`src/rtl/uart_parity_even_tx.sv`:
```
// -----------------------------------------------------------------------------
// uart_parity_even_tx
//
// Serial transmitter for the even-parity UART frame consumed by the team's
// even-parity receiver. A parallel word is taken over a valid/ready handshake
// and sent as: start(0), DATA_BITS data bits LSB first, even parity, stop(1).
// The line idles high. Each serial bit is held for CLKS_PER_BIT clocks.
//
// Parameters
//   DATA_BITS     data bits per frame (1..8)
//   CLKS_PER_BIT  clocks per serial bit (>=1)
//
// Ports
//   clk         in   clock, rising edge
//   reset       in   synchronous, active-high reset
//   in_data     in   word to send, captured on handshake
//   in_valid    in   producer offers a word
//   in_ready    out  transmitter accepts a word this cycle
//   tx          out  registered serial line
//   busy        out  frame in progress (state other than IDLE)
//   frame_done  out  one-cycle pulse in the last clock of the stop bit
//
// Build option
//   UART_TX_HOLD_EN  when defined, a one-entry hold register lets a word be
//                    accepted while a frame is running, and the next frame
//                    follows the stop bit with no idle clock.
// -----------------------------------------------------------------------------
module uart_parity_even_tx #(
    parameter int DATA_BITS    = 4,
    parameter int CLKS_PER_BIT = 1
) (
    input  logic                 clk,
    input  logic                 reset,
    input  logic [DATA_BITS-1:0] in_data,
    input  logic                 in_valid,
    output logic                 in_ready,
    output logic                 tx,
    output logic                 busy,
    output logic                 frame_done
);

    localparam int CNT_W = $clog2(CLKS_PER_BIT + 1);
    localparam int BIT_W = $clog2(DATA_BITS + 1);
    localparam logic [CNT_W-1:0] CNT_LAST = CNT_W'(CLKS_PER_BIT - 1);
    localparam logic [BIT_W-1:0] BIT_LAST = BIT_W'(DATA_BITS - 1);

    typedef enum logic [2:0] {
        S_IDLE,
        S_START,
        S_DATA,
        S_PARITY,
        S_STOP
    } state_t;

    state_t               state_q, state_d;
    logic [CNT_W-1:0]     cnt_q, cnt_d;
    logic [BIT_W-1:0]     bit_q, bit_d;
    logic [DATA_BITS-1:0] shift_q, shift_d;
    logic                 par_q, par_d;
    logic                 tx_q, tx_d;
    logic                 done_q, done_d;
    logic                 accept;
    logic                 bit_end;

`ifdef UART_TX_HOLD_EN
    logic [DATA_BITS-1:0] hold_q, hold_d;
    logic                 hold_par_q, hold_par_d;
    logic                 hold_full_q, hold_full_d;

    assign in_ready = ~hold_full_q;
`else
    assign in_ready = (state_q == S_IDLE);
`endif

    assign accept  = in_valid & in_ready;
    assign bit_end = (cnt_q == CNT_LAST);

    always_comb begin
        state_d = state_q;
        cnt_d   = cnt_q + 1'b1;
        bit_d   = bit_q;
        shift_d = shift_q;
        par_d   = par_q;
`ifdef UART_TX_HOLD_EN
        hold_d      = hold_q;
        hold_par_d  = hold_par_q;
        hold_full_d = hold_full_q;
`endif

        case (state_q)
            S_IDLE: begin
                cnt_d = '0;
                bit_d = '0;
                if (accept) begin
                    state_d = S_START;
                    shift_d = in_data;
                    par_d   = ^in_data;
                end
            end
            S_START: begin
                if (bit_end) begin
                    state_d = S_DATA;
                    cnt_d   = '0;
                    bit_d   = '0;
                end
            end
            S_DATA: begin
                // The shifter always presents the current bit in position 0.
                if (bit_end) begin
                    cnt_d   = '0;
                    shift_d = shift_q >> 1;
                    if (bit_q == BIT_LAST) begin
                        state_d = S_PARITY;
                        bit_d   = '0;
                    end else begin
                        bit_d = bit_q + 1'b1;
                    end
                end
            end
            S_PARITY: begin
                if (bit_end) begin
                    state_d = S_STOP;
                    cnt_d   = '0;
                end
            end
            S_STOP: begin
                if (bit_end) begin
                    cnt_d   = '0;
                    state_d = S_IDLE;
`ifdef UART_TX_HOLD_EN
                    // Launch the parked word, or a word offered right now,
                    // without an idle clock in between.
                    if (hold_full_q) begin
                        state_d     = S_START;
                        shift_d     = hold_q;
                        par_d       = hold_par_q;
                        hold_full_d = 1'b0;
                    end else if (accept) begin
                        state_d = S_START;
                        shift_d = in_data;
                        par_d   = ^in_data;
                    end
`endif
                end
            end
            default: begin
                state_d = S_IDLE;
                cnt_d   = '0;
                bit_d   = '0;
            end
        endcase

`ifdef UART_TX_HOLD_EN
        // Words accepted mid-frame are parked; the final stop clock and IDLE
        // hand the word straight to the shifter instead.
        if (accept && (state_q != S_IDLE) && !((state_q == S_STOP) && bit_end)) begin
            hold_d      = in_data;
            hold_par_d  = ^in_data;
            hold_full_d = 1'b1;
        end
`endif

        // tx is decoded from the next state so the flop shows the new bit
        // in the same clock the state enters it.
        case (state_d)
            S_START:  tx_d = 1'b0;
            S_DATA:   tx_d = shift_d[0];
            S_PARITY: tx_d = par_d;
            default:  tx_d = 1'b1;
        endcase

        done_d = (state_d == S_STOP) && (cnt_d == CNT_LAST);
    end

    always_ff @(posedge clk) begin
        if (reset) begin
            state_q <= S_IDLE;
            cnt_q   <= '0;
            bit_q   <= '0;
            tx_q    <= 1'b1;
            done_q  <= 1'b0;
`ifdef UART_TX_HOLD_EN
            hold_full_q <= 1'b0;
`endif
        end else begin
            state_q <= state_d;
            cnt_q   <= cnt_d;
            bit_q   <= bit_d;
            tx_q    <= tx_d;
            done_q  <= done_d;
`ifdef UART_TX_HOLD_EN
            hold_full_q <= hold_full_d;
`endif
        end
    end

    // Payload registers carry no reset; they are only observed after a capture.
    always_ff @(posedge clk) begin
        shift_q <= shift_d;
        par_q   <= par_d;
`ifdef UART_TX_HOLD_EN
        hold_q     <= hold_d;
        hold_par_q <= hold_par_d;
`endif
    end

    assign tx         = tx_q;
    assign busy       = (state_q != S_IDLE);
    assign frame_done = done_q;

endmodule

```
`config.mk`:
```
export PLATFORM = sky130hd
export DESIGN_NAME = uart_parity_even_tx
export DESIGN_NICKNAME = d
export VERILOG_FILES = /design/src/rtl/uart_parity_even_tx.sv
export SDC_FILE = /design/constraint.sdc
export NUM_CORES = 1
export LEC_CHECK = 0
export BUFFER_PORTS_ARGS = -buffer_cell sky130_fd_sc_hd__buf_2
export CORE_MARGIN = 2
export CORE_UTILIZATION = 32
export CTS_CLUSTER_DIAMETER = 30
export CTS_CLUSTER_SIZE = 25
export DETAILED_ROUTE_END_ITERATION = 8
export GPL_TIMING_DRIVEN = 0
export HOLD_SLACK_MARGIN = 0.15
export PLACE_DENSITY = 0.5
export SETUP_SLACK_MARGIN = 0.3
export SLEW_MARGIN = 20
export SYNTH_ARGS = -nofsm -noshare
export SYNTH_HDL_FRONTEND = slang
export SYNTH_SLANG_ARGS = --single-unit
```
`constraint.sdc`:
```
create_clock -name clk -period 1.6 [get_ports clk]
set_clock_uncertainty 0.15 [all_clocks]
set_input_delay 0.16 -clock clk [delete_from_list [all_inputs] [get_ports clk]]
set_output_delay 0.16 -clock clk [all_outputs]
set_load 0.02 [all_outputs]
```
# Word-level counts from Yosys, hierarchy flattened
# Cells that the tools add are included.
[op_classes]
order_cmp = 0
n_mul = 0
n_shift = 0
n_mux = 19
n_addsub = 2
n_div = 0
n_eq_ne = 12
bitwise_logic = 3
n_reduce_logical = 9
[ops]
columns = ["op", "count"]
rows = [
  ["two-way mux 3 bit", 9],
  ["== test 3 x 2 -> 1 bit (second input constant)", 5],
  ["one-hot mux 3 bit (5 select lines)", 1],
  ["one-hot mux 3 bit (3 select lines)", 1],
  ["two-way mux 4 bit", 2],
  ["one-hot mux 4 bit (2 select lines)", 1],
  ["== test 3 x 1 -> 1 bit (second input constant)", 2],
  ["== test 3 bit (second input constant)", 2],
  ["AND reduction 3 bit", 2],
  ["two-way mux 1 bit", 4],
  ["!= test 2 bit (second input constant)", 2],
  ["OR reduction 4 bit", 1],
  ["XOR reduction 4 bit", 1],
  ["adder 3 x 1 -> 3 bit (second input constant)", 1],
  ["logical NOT 3 bit", 1],
  ["one-hot mux 1 bit (3 select lines)", 1],
  ["nonzero test 3 bit", 1],
  ["!= test 2 x 1 -> 1 bit (second input constant)", 1],
  ["inverter 1 bit", 2],
  ["nonzero test 2 bit", 1],
  ["OR reduction 2 bit", 1],
  ["adder 1 bit (second input constant)", 1],
  ["bitwise AND 1 bit", 1],
  ["logical AND 1 bit", 1],
]
[totals]
regBits = 14
mem_count = 0
latch_bits = 0
input_bits = 7
romBits = 0
output_inout_bits = 4
mem_bits_rw = 0

# Longest topological paths before layout
# Gate-level depths: netlist (run 1).
[logic_depth]
ltp_word = 6
mapped_depth = 5

# Worst setup path before layout (run 1)
# No wires, ideal clock.
[synth_timing]
path_kind = "register -> register"
start = "register state_q[2]"
end = "register tx_q (netlist: tx)"
t_arrival_ps = 1516
n_path_buf = 1
setup_slack_ps = -187
t_required_ps = 1328
setup_time_ps = 122
path_stages_with_launch = 5
period_less_slack_ps = 1787
path_cell_list = "dfxtp_1 buf_6 nor3_1 a22oi_1 o32a_1"
[synth_between]
elab_chain_cells = 6
word_cells_on_any_way = 21
[synth_lines]
columns = ["item", "line", "source"]
rows = [
  ["start: declaration", "55", "state_t state_q, state_d;"],
  ["start signal: assignment", "186", "state_q <= state_d;"],
  ["logical NOT 3 bit (*)", "72", "assign in_ready = (state_q == S_IDLE);"],
  ["named net in_ready", "36", "output logic in_ready,"],
  ["bitwise AND 1 bit", "75", "assign accept = in_valid & in_ready;"],
  ["two-way mux 3 bit", "94", "if (accept) begin"],
  ["one-hot mux 3 bit (5 select lines)", "90", "case (state_q)"],
  ["== test 3 x 2 -> 1 bit or == test 3 x 1 -> 1 bit (tied branches)", "165", "case (state_d)"],
  ["one-hot mux 1 bit (3 select lines) (*)", "165", ""],
  ["end signal: assignment", "189", "tx_q <= tx_d;"],
  ["end: declaration", "60", "logic tx_q, tx_d;"],
]
# Mark *: on every way through the listed nets, which the timed path passes. The rest lies on a longest branch. The select of a mux whose other input is x is not followed.
# A chain may end at the register's enable or synchronous reset.

# Final worst setup path (run 1)
[layout_timing]
start = "register bit_q[0]"
end = "register tx_q (netlist: tx)"
[layout_between]
elab_chain_cells = 6
word_cells_on_any_way = 8
[layout_lines]
columns = ["item", "line", "source"]
rows = [
  ["start: declaration", "57", "logic [BIT_W-1:0] bit_q, bit_d;"],
  ["start signal: assignment", "188", "bit_q <= bit_d;"],
  ["== test 3 x 2 -> 1 bit (*)", "112", "if (bit_q == BIT_LAST) begin"],
  ["two-way mux 3 bit (*)", "112", ""],
  ["two-way mux 3 bit (*)", "109", "if (bit_end) begin"],
  ["one-hot mux 3 bit (5 select lines) (*)", "90", ""],
  ["== test 3 x 2 -> 1 bit or == test 3 x 1 -> 1 bit (tied branches)", "165", ""],
  ["one-hot mux 1 bit (3 select lines) (*)", "165", ""],
]
# Mark *: on every way between the ends. The rest lies on a longest branch, timed or not.

==> results of run 1 <==
## final cells by class
class / instances / area, um2
tap: 25 / 31.3
buffer: 4 / 36.3
inverter: 2 / 7.51
fill: 171 / 862
sequential: 13 / 299
timing repair buffer: 19 / 139
multi-input combinational: 45 / 363
clock buffer: 4 / 26.3
## power by group
group          internal (uW)  total [uW]  switching, uW  leakage (uW)
clock network           96.6         199            102     0.0000150
registers                373         398           24.9      0.000114
logic                    107         206           98.4      0.000238
total                    577         803            226      0.000367
## worst paths after layout
path | cells after the start | slack, ps | startpoint | to
setup / recovery | 5 | 170 | bit_q[0] | tx
hold reg to reg | 2 | 350 | bit_q[1] | bit_q[1]
hold / removal | 3 | 50 | reset | state_q[1]
setup reg to reg | 5 | 170 | bit_q[0] | tx
## flip-flops by register name, summed over array words and instances (netlist names)
signal and flops:
shift_q 4, frame_done 1, state_q 3, bit_q 3, par_q 1, tx 1
## cells by family (layout without fill, tap and decap cells)
| group | after synthesis | after routing | share of synthesized area [%] |
|---|---|---|---|
| DFF | 13 | 13 | 46.9 |
| xor gates and xnor gates | 4 | 4 | 5.66 |
| AOI/OAI and AO/OA | 15 | 15 | 17.0 |
| buffers and inverters | 6 | 29 | 5.05 |
| and+or+nand+nor | 25 | 25 | 23.4 |
| adders and majority gates | 1 | 1 | 2.02 |
## worst register-to-register path: stages, from the launching register on
cell and delay, ps:
dfxtp_2 320, ha_1 210, nor2b_4 140, nor3_2 160, a21oi_1 60, o32a_1 280
## metal layers
layer  track usage, %  vias to the layer above  routed length, um
li1                 -                      284                  -
met1             19.7                      237                692
met2             19.5                        6                622
met3             2.26                        5                 26
met4             10.8                        0                 37
met5                0                        -                  0
## metrics by stage
stage               power, uW  hold slack (ps)  instances  setup WS [ps]  utilization, %
floorplan                 514              112         64            238               -
global placement          558              322         98            167            40.5
detailed placement        558              329         98            180            40.5
CTS                       802             41.0        112            129            49.4
global route              848             72.1        112           80.2            51.1
finish                    803             52.3        112            166            51.1
## what timing repair did
action / 4_1_cts / 5_1_grt
setup endpoints to repair: 10 / 12
pin swaps: 2 / 1
hold endpoints to repair: 10 / 1
gates resized for setup: 14 / 7
setup buffers: 6 / 0
## cell usage in the layout (no fill, tap or decap), drive strengths merged, types with 2 or more instances in the layout
cell type     n
a22oi         3
xnor2         4
nand3b        2
inv           2
edfxtp        3
clkbuf        6
buf          17
a21oi         5
nor3          6
nor2          7
nor2b         2
dfxtp        10
dlygate4sd3   4
==> results.py, run 1 <==
metrics = {
    "logic_synthesis": {
        "synth.distinct_cells": 30,
        "syn_inst": 64,
        "ys_warn_count": 0,
        "synth_top_area_share_pct": 32.3,
        "synthArstFlopShare_pct": 0,
        "ys_dominant_reg_cell": "dfxtp_1",
        "ys_top_cells_by_area": "dfxtp_1 32%, edfxtp_1 15%, xnor2_1 5.7%",
        "synth_common_cells": "10 x dfxtp_1, 7 x nor2_1, 5 x a21oi_1, 5 x nor3_1, 4 x xnor2_1",
        "synth_seq_area_share_pct": 46.9,
        "synth.most_common_cell": "dfxtp_1",
        "yosysTopAreaCell": "dfxtp_1",
        "syn_area_um2": 619,
        "synth_edf_count": 3,
        "syn_nets": 72,
        "ys_seq_elements": 13,
        "postSynthAreaPerCell_um2": 9.68,
    },
    "floorplanning": {
        "core_area_mm2": 0.00176,
        "initial_core_util_pct": 35.1,
        "die_y_um": 48.0,
        "die_w_um": 48.0,
        "pin_count": 11,
        "rows": 15,
        "dieArea_mm2": 0.00230,
    },
    "worst_setup_path": {
        "end_kind": "flop",
        "crit_type": "reg -> reg",
        "crit_path_start_kind": "flop",
        "crit_chain": "ha_1 -> nor2b_4 -> nor3_2 -> a21oi_1 -> o32a_1",
        "cpPeakStageDelay_ps": 320,
        "cp_slowest_cell": "dfxtp_2",
        "critPathMaxFanout": 3,
        "arrival_ps": 1450,
        "worst-path-buf-inv": 0,
        "required_ps": 1610,
        "crit_family": "compound AO/OA/AOI/OAI gates",
    },
    "worst_hold_path": {
        "hold_path_class": "in -> reg",
    },
    "place": {
        "io_buffers": 9,
        "dpl_cell_area_um2": 714,
        "dpl.hpwl_um": 876,
        "place.gp.congestion": 0.737,
    },
    "global_route": {
        "grtUsageTotal_pct": 14.2,
        "grt_overflow": 0,
        "antenna_found_initial": 0,
        "grt_pass1_vias": 503,
        "grt_max_degree": 11,
        "grt_pass1_wl_um": 2190,
    },
    "drt": {
        "vias_per_cell": 4.75,
        "drc": 0,
        "dr.pass1.iters": 4,
        "drtAntennaViolNets": 0,
        "routedWlPerCell_um": 12.3,
        "drt_wl_total_um": 1380,
        "drtIter0Drc": 7,
        "dr_total_vias": 532,
    },
    "final_layout": {
        "drive_above_1_share_pct": 40.2,
        "antenna_cells": 0,
        "nets": 96,
        "area_growth_syn_to_layout_pct": 45.7,
        "design_area_um2": 902,
    },
    "cts": {
        "holdBufCountCts": 4,
        "cts_tree": "yes",
        "cts_sinks": 13,
        "clock_latency_ps": 270,
        "cts.root.buffer_cell": "clkbuf_4",
        "cts.path.max_buffers": 2,
        "cts_htree_levels": 1,
        "path_clk_slew_ps": 70,
        "cts_made_buffers": 3,
    },
    "timing": {
        "setup_tns_ps": 0,
        "rsz0062_at_grt": "true",
        "slew_violations": 0,
        "slew_headroom_pct": 80.9,
        "worst_pin_slew_ps": 285,
        "fmax_ghz": 0.697,
        "min_period_ps": 1430,
        "finalHoldViolCount": 0,
        "setup-violations-final": 0,
        "final.period_utilization_pct": 89.6,
    },
    "flow_run": {
        "cap_viol_max_count": 0,
    },
    "power_and_ir_drop": {
        "power_leakage_uw": 0.000367,
        "pwr_density_cell_mw_per_mm2": 890,
        "vdd.ir_drop.worst_v": 0.000421,
    },
    "status": {
        "status": "finished clean",
    },
}
No activity file was read; power rests on OpenSTA's default activity.
==> inputs of run 2 (changes only) <==
--- a/config.mk
+++ b/config.mk
@@ -6,14 +6,15 @@
 export NUM_CORES = 1
 export LEC_CHECK = 0
 export BUFFER_PORTS_ARGS = -buffer_cell sky130_fd_sc_hd__buf_2
-export CORE_MARGIN = 2
-export CORE_UTILIZATION = 32
+export CORE_AREA = 2 2 39 41
+export CTS_BUF_LIST = sky130_fd_sc_hd__clkbuf_16
 export CTS_CLUSTER_DIAMETER = 30
 export CTS_CLUSTER_SIZE = 25
 export DETAILED_ROUTE_END_ITERATION = 8
+export DIE_AREA = 0 0 41 43
 export GPL_TIMING_DRIVEN = 0
 export HOLD_SLACK_MARGIN = 0.15
-export PLACE_DENSITY = 0.5
+export PLACE_DENSITY = 0.67
 export SETUP_SLACK_MARGIN = 0.3
 export SLEW_MARGIN = 20
 export SYNTH_ARGS = -nofsm -noshare
==> run 2 against run 1 <==
Against the previous run:
- via count grew 2.3%
- worst setup slack lost 24 ps
- critical endpoint unchanged
- critical path type unchanged
- highest routed layer unchanged
- sequential cell count is the same
==> results.py, run 2 (synthesized netlist as in run 1, its figures left out) <==
metrics = {
    "timing": {
        "fin_hold_ws_ps": 69.4,
        "rsz0062_at_grt": "true",
        "min_period_ps": 1460,
        "slew_violations": 0,
        "fmax_ghz": 0.686,
        "final.period_utilization_pct": 91.1,
        "setup-violations-final": 0,
        "slew_headroom_pct": 85.1,
        "worst_pin_slew_ps": 222,
        "setup_tns_ps": 0,
        "finalHoldViolCount": 0,
    },
    "final_layout": {
        "largest_register": "shift_q",
        "antenna_cells": 0,
        "area_growth_syn_to_layout_pct": 51.5,
        "fill_cells": 112,
        "largest_register_ffs": 4,
        "fin_util_pct": 67.8,
        "nets": 93,
        "register_area_um2": 297,
        "multi_input_area_um2": 373,
        "top_regs": "shift_q: 4 flops, bit_q: 3 flops, state_q: 3 flops",
        "drive_above_1_share_pct": 41.7,
        "final_cell_mix": "7 x dfxtp_1, 7 x buf_2, 6 x nor2_1, 5 x a21oi_1, 4 x buf_6",
    },
    "place": {
        "place.gp.congestion": 0.746,
        "dpl.hpwl_um": 859,
        "io_buffers": 9,
    },
    "drt": {
        "drc": 0,
        "drtAntennaViolNets": 0,
        "drt_wl_total_um": 1430,
        "routedWlPerCell_um": 14.3,
        "dr_total_vias": 544,
        "drtIter0Drc": 8,
        "dr.pass1.iters": 4,
        "vias_per_cell": 5.44,
    },
    "floorplanning": {
        "pin_count": 11,
        "initial_core_util_pct": 44.8,
        "core_area_mm2": 0.00138,
        "die_w_um": 41,
        "dieArea_mm2": 0.00176,
        "rows": 14,
        "die_y_um": 43,
    },
    "power_and_ir_drop": {
        "p_int_uw": 815,
        "p_sw_share_pct": 24.4,
        "pwr_density_cell_mw_per_mm2": 1150,
        "vdd.ir_drop.worst_v": 0.000774,
        "switching_power_uw": 264,
        "pwr-share-comb_pct": 19.7,
        "sequentialPowerShare_pct": 37.0,
        "power_leakage_uw": 0.000390,
        "clkPwrFrac_pct": 43.3,
    },
    "global_route": {
        "antenna_found_initial": 0,
        "grt_pass1_wl_um": 2240,
        "grtUsageTotal_pct": 19.7,
        "grt_pass1_vias": 539,
        "grt_overflow": 0,
        "grt_max_degree": 11,
    },
    "cts": {
        "cts.path.max_buffers": 2,
        "path_clk_slew_ps": 40,
        "holdBufCountCts": 4,
        "cts_made_buffers": 3,
        "cts.root.buffer_cell": "clkbuf_16",
        "cts_tree": "yes",
        "clock_latency_ps": 240,
        "cts_htree_levels": 1,
        "cts_sinks": 13,
    },
    "flow_run": {
        "cap_viol_max_count": 0,
    },
    "worst_setup_path": {
        "r2r-start": "state_q[0]",
        "arrival_ps": 1430,
        "startpoint": "state_q[0]",
        "critPathMaxFanout": 4,
        "end_kind": "flop",
        "crit_type": "reg -> reg",
        "required_ps": 1580,
        "crit_path_start_kind": "flop",
    },
    "worst_hold_path": {
        "hold_start": "reset",
        "hold_path_class": "in -> reg",
    },
    "status": {
        "status": "finished clean",
    },
}
-- run 2: final cells by class --
cell class                      count  share of cell area (%)
Clock buffer                        3                    8.00
Sequential cell                    13                    31.6
Timing Repair Buffer               16                    13.1
Inverter                            2                   0.800
Multi-Input combinational cell     45                    39.7
Tap cell                           16                    2.13
Buffer                              4                    4.27
Clock inverter                      1                   0.400
-- run 2: repair_timing --
| action | 4_1_cts | 5_1_grt |
|---|---|---|
| endpoints found under the setup margin | 10 | 9 |
| hold endpoints to repair | 6 | 1 |
| pin swaps | 1 | 6 |
| buffers inserted | 3 | 0 |
| resized for setup | 11 | 14 |
-- run 2: stage by stage --
stage	cell area, um2	std cells	total power, uW	setup slack (ps)
after floorplan	638	64	514	238
after CTS	878	100	1070	142
after detailed placement	703	89	558	150
after global placement	703	89	556	167
final	938	100	1080	143
after global routing	938	100	1130	84.0
-- run 2: final timing paths --
kind                     end  slack (ps)  cells past startpoint
setup / recovery          tx         140                      4
hold / removal    state_q[1]          70                      3
setup reg to reg          tx         140                      4
hold reg to reg     bit_q[0]         360                      2
-- run 2: power groups by stage --
stage          clock network, uW  registers, uW  logic (uW)
2_1_floorplan                  0            401         113
3_3_place_gp                   0            400         156
3_5_place_dp                   0            401         157
4_1_cts                      477            397         196
5_1_grt                      496            403         229
6_report                     467            399         212
-- run 2: worst max-delay path, cell delays in order, from the launching register on --
cell     delay [ps]
dfxtp_4         370
nor3_2          180
a21oi_1          80
o221a_1         230
o32a_1          330
-- run 2: metal layers --
layer | vias to the layer above | GRT usage (%) | part of all wire, %
li1 | 274 | - | -
met1 | 253 | 21.3 | 43
met2 | 12 | 30.3 | 51
met3 | 5 | 6.28 | 3.7
met4 | 0 | 14.0 | 2.9
met5 | - | 0 | 0
